===== src/rtl/bin16_to_bcd_seq.sv =====
// Sequential 16-bit binary to 5-digit packed BCD converter.
// Uses shift-and-add-3 at one bit per clock and reports digit count and a leading-zero mask.
module bin16_to_bcd_seq (
    input  logic        clk,
    input  logic        rst,
    input  logic        start,
    input  logic [15:0] bin,
    output logic [19:0] bcd,
    output logic [2:0]  ndigits,
    output logic [4:0]  lz_mask,
    output logic        busy,
    output logic        done
);

    typedef enum logic [1:0] {
        IDLE,
        SHIFT,
        FINISH,
        DONE
    } state_t;

    state_t      state;
    state_t      state_next;
    logic [35:0] work;
    logic [4:0]  count;
    logic [19:0] bcd_adj;
    logic [2:0]  nd_calc;
    logic [4:0]  lz_calc;

    always_ff @(posedge clk or posedge rst) begin
        if (rst) begin
            state <= IDLE;
        end else begin
            state <= state_next;
        end
    end

    // A start edge overrides whatever the FSM was doing, including a conversion in flight.
    always_comb begin
        state_next = state;
        if (start) begin
            state_next = SHIFT;
        end else begin
            case (state)
                SHIFT:   if (count == 5'd0) state_next = FINISH;
                FINISH:  state_next = DONE;
                default: state_next = state;
            endcase
        end
    end

    always_comb begin
        busy = (state == SHIFT) || (state == FINISH);
        done = (state == DONE);
    end

    // Add-3 correction from the pre-shift digits; 5..9 + 3 stays within a nibble.
    always_comb begin
        bcd_adj = 20'h00000;
        for (int i = 0; i < 5; i++) begin
            if (work[16 + 4*i +: 4] >= 4'd5) begin
                bcd_adj[4*i +: 4] = work[16 + 4*i +: 4] + 4'd3;
            end else begin
                bcd_adj[4*i +: 4] = work[16 + 4*i +: 4];
            end
        end
    end

    always_ff @(posedge clk or posedge rst) begin
        if (rst) begin
            work  <= 36'd0;
            count <= 5'd0;
        end else if (start) begin
            work  <= {20'h00000, bin};
            count <= 5'd16;
        end else if ((state == SHIFT) && (count != 5'd0)) begin
            work  <= {bcd_adj[18:0], work[15:0], 1'b0};
            count <= count - 5'd1;
        end
    end

    always_comb begin
        nd_calc = 3'd1;
        for (int i = 1; i < 5; i++) begin
            if (work[16 + 4*i +: 4] != 4'd0) begin
                nd_calc = 3'(i + 1);
            end
        end
        lz_calc = 5'b00000;
        for (int i = 0; i < 5; i++) begin
            lz_calc[i] = (3'(i) >= nd_calc);
        end
    end

    // Result registers only move in FINISH, so the previous answer survives a new conversion.
    always_ff @(posedge clk or posedge rst) begin
        if (rst) begin
            bcd     <= 20'h00000;
            ndigits <= 3'd1;
            lz_mask <= 5'b11110;
        end else if ((state == FINISH) && !start) begin
            bcd     <= work[35:16];
            ndigits <= nd_calc;
            lz_mask <= lz_calc;
        end
    end

endmodule


===== config.mk =====
export PLATFORM = sky130hd
export DESIGN_NAME = bin16_to_bcd_seq
export DESIGN_NICKNAME = d
export VERILOG_FILES = /design/src/rtl/bin16_to_bcd_seq.sv
export SDC_FILE = /design/constraint.sdc
export NUM_CORES = 1
export LEC_CHECK = 0
export BUFFER_PORTS_ARGS = -buffer_cell sky130_fd_sc_hd__buf_2
export CORE_AREA = 2 2 90 92
export CTS_CLUSTER_DIAMETER = 200
export DETAILED_ROUTE_END_ITERATION = 6
export DIE_AREA = 0 0 92 94
export PLACE_DENSITY = 0.68
export SLEW_MARGIN = 20
export SYNTH_ARGS = -nofsm -noshare
export SYNTH_HDL_FRONTEND = slang
export SYNTH_SLANG_ARGS = --single-unit

===== constraint.sdc =====
create_clock -name clk -period 3.2 [get_ports clk]
set_clock_uncertainty 0.2 [all_clocks]
set_input_delay 0.48 -clock clk [delete_from_list [all_inputs] [get_ports clk]]
set_output_delay 0.48 -clock clk [all_outputs]
set_load 0.01 [all_outputs]

==> flow_metrics.tcl <==
set metrics [dict create \
    status "finished, final reports clean" \
    gr-total-overflow 0 \
    hold_buffers 0 \
    rows 32 \
    die_h_um 94 \
    place_congestion 0.839 \
    die_w_um 92 \
    p_int_uw 2160 \
    critical_path_class "flip-flop to flip-flop" \
    syn_nets 451 \
    async_flop_share_pct 100 \
    area_delta_synth_final_pct 14.1 \
    grt_max_degree 45 \
    grt.total_usage_pct 20.4 \
    worst_slew_pin_slew_ns 0.966 \
    drt_iter0_drc 199 \
    p_per_area_mw_per_mm2 855 \
    port_buffers 48 \
    grtUsageMet3_pct 3.05 \
    seqPwrFrac_pct 38.0 \
    cts_resized 0 \
    drive_above_1_share_pct 18.0 \
    rsz0062_at_grt "no" \
    max_slew_margin_pct 35.4 \
    hold_path_class "input pin to asynchronous set/reset pin" \
    cts_buffers 9 \
    clk_latency_ns 0.34 \
    multi_input_area_mm2 0.00173 \
    gr-usage-met2_pct 33.5 \
    fmax_ghz 0.440 \
    hold_violations 0 \
    wirelength_um 8320 \
    setup_viol 0 \
    power.switching_uw 1460 \
    p_leak_uw 0.00200 \
    synth_edf_count 0 \
    synth_xor_area_share_pct 0.236 \
    path_clk_slew_ns 0.08 \
    post_dp_cell_area_mm2 0.00402 \
    cts_tree "built" \
    stdcell_area_mm2 0.00424 \
    synthDistinctLibCells 44 \
    fillers 706 \
    coreArea_mm2 0.00761 \
    setup_tns_ns 0 \
    ys_seq_elements 71 \
    drv_cap 0 \
    syn-instance-count 416 \
    cp_max_fo 15 \
    synth_area_mm2 0.00372 \
    ys_seq_area_share_pct 48.0 \
    initial_core_util_pct 48.8 \
    synth_compound_area_share_pct 18.1 \
    power.share.combinational_pct 39.8 \
    register_area_mm2 0.00178 \
    yosysWarnings 0 \
    postCtsSetupBuffers 0 \
    maxSlewViolCount 0 \
    cts_buffer_depth 2 \
    io_pins 49 \
    diodes 0 \
    mostFrequentLayoutCells "nand2_1 (86), dfrtp_1 (66), buf_2 (48), o21ai_0 (38), nand3_1 (28)" \
    die-area_mm2 0.00865 \
    drtAntennaViolNets 0 \
    worst_setup_path_end_kind "flip-flop" \
    switching_share_pct 40.3 \
    worst_ep_required_time_ns 3.28 \
    viasPerCell 5.58 \
    finalCritPeriodShare_pct 71.1 \
    crit_arrival_ns 2.35 \
    start_kind "flip-flop" \
    finalCriticalPeriod_ns 2.27 \
    drc 0 \
    fin_nets 485 \
    first_pass_iters 4 \
    ys.flop_type "dfrtp_1" \
    cts.root.buffer_cell "clkbuf_8" \
    clock_sinks 71 \
    dp_hpwl_um 5220 \
    yosys.area_share.simple_pct 22.3 \
    pwr-share-clk_pct 22.2 \
    avgSynthCellArea_um2 8.93 \
    grt_pass1_vias 2950 \
    htree_levels 3 \
    antenna_found_initial 0 \
    use_met1_pct 27.3 \
    synth-adder-area-share_pct 5.39 \
    grt-busiest-layer "met2" \
    vias 3109 \
    wl_per_cell_um 14.9 \
    muxShareOfSynthArea_pct 0.269 \
    ir_drop_mv 0.506 \
    final_common_cell "nand2_1" \
    grt_pass1_wl_um 14000 \
    synth_top_family_by_area "simple AND/OR/NAND/NOR gates" \
]
through the flow:
step / std cells / util, % / worst slack, ns / hold slack (ns) / total power, µW
2_1_floorplan: 416 / - / 0.732 / 0.265 / 2440
3_3_place_gp: 541 / 52.8 / 0.987 / 0.244 / 2770
3_5_place_dp: 541 / 52.8 / 0.920 / 0.256 / 2820
4_1_cts: 557 / 55.7 / 0.920 / 0.103 / 3630
5_1_grt: 557 / 55.7 / 0.761 / 0.135 / 3910
6_report: 557 / 55.7 / 0.926 / 0.0786 / 3620
worst max-delay path, stage by stage, from the launching register on:
cell and delay [ns]:
dfrtp_1 0.39, inv_1 0.08, ha_1 0.19, or4b_1 0.74, buf_4 0.32, a21oi_1 0.16, a221o_1 0.13
area by class of cell:
cell class	count	area share (%)
sequential	71	42.1
timing repair buffer	55	7.20
clock buffer	11	3.34
inverter	19	1.68
clock inverter	5	1.92
multi-input combinational	294	40.8
tap	102	3.01
cells in the mapped netlist, drive strengths merged (5+ instances only):
master	instances	area share [%]
o211ai	5	1.0
dfrtp	66	44
buf	11	1.7
nand3	28	3.8
nor2	11	1.1
o41ai	5	1.2
nor2b	19	3.2
clkbuf	21	2.1
nand4	6	1.0
nand2	87	8.9
a211oi	11	2.2
inv	19	1.9
o21ai	39	5.3
a311oi	5	1.3
o31ai	7	1.4
dfstp	5	3.5
a21oi	15	2.0
nand2b	7	1.2
o32ai	5	1.2
ha	16	5.4
metal layers:
metal / routed length, µm / part of all wire, % / vias up
met3: 367 / 4.4 / 11
met5: 0 / 0 / -
met4: 136 / 1.6 / 0
li1: - / - / 1521
met1: 4000 / 48 / 1486
met2: 3820 / 46 / 91
worst paths after layout:
check | start | endpoint | slack (ns) | depth (start not counted)
max | count[0] | work[1] | 0.93 | 6
min | rst | bcd[12] | 0.08 | 2
max reg2reg | count[0] | work[1] | 0.93 | 6
min reg2reg | lz_mask[4] | lz_mask[4] | 0.26 | 2
max in group asynchronous | rst | state[0] | 2.05 | 3
min in group clk | bin[8] | work[8] | 0.14 | 3
power by group through the flow:
| stage | registers [µW] | logic (µW) | clock network [µW] |
|---|---|---|---|
| floorplan | 1310 | 1130 | 0 |
| detailed placement | 1390 | 1430 | 0 |
| global route | 1420 | 1630 | 864 |
| CTS | 1370 | 1440 | 818 |
| global placement | 1380 | 1400 | 0 |
| finish | 1380 | 1440 | 803 |
logic make-up after synthesis:
family | Yosys count
fa+ha+maj | 16
flops | 71
mux | 1
buf+inv | 51
compound gates | 102
xor+xnor | 1
simple gates | 174
registers in the layout (all words and copies together) (netlist names):
register and flops:
state 2, bcd 20, count 5, ndigits 3, lz_mask 5, work 36
Note: power is estimated with default switching activity, not from simulation.
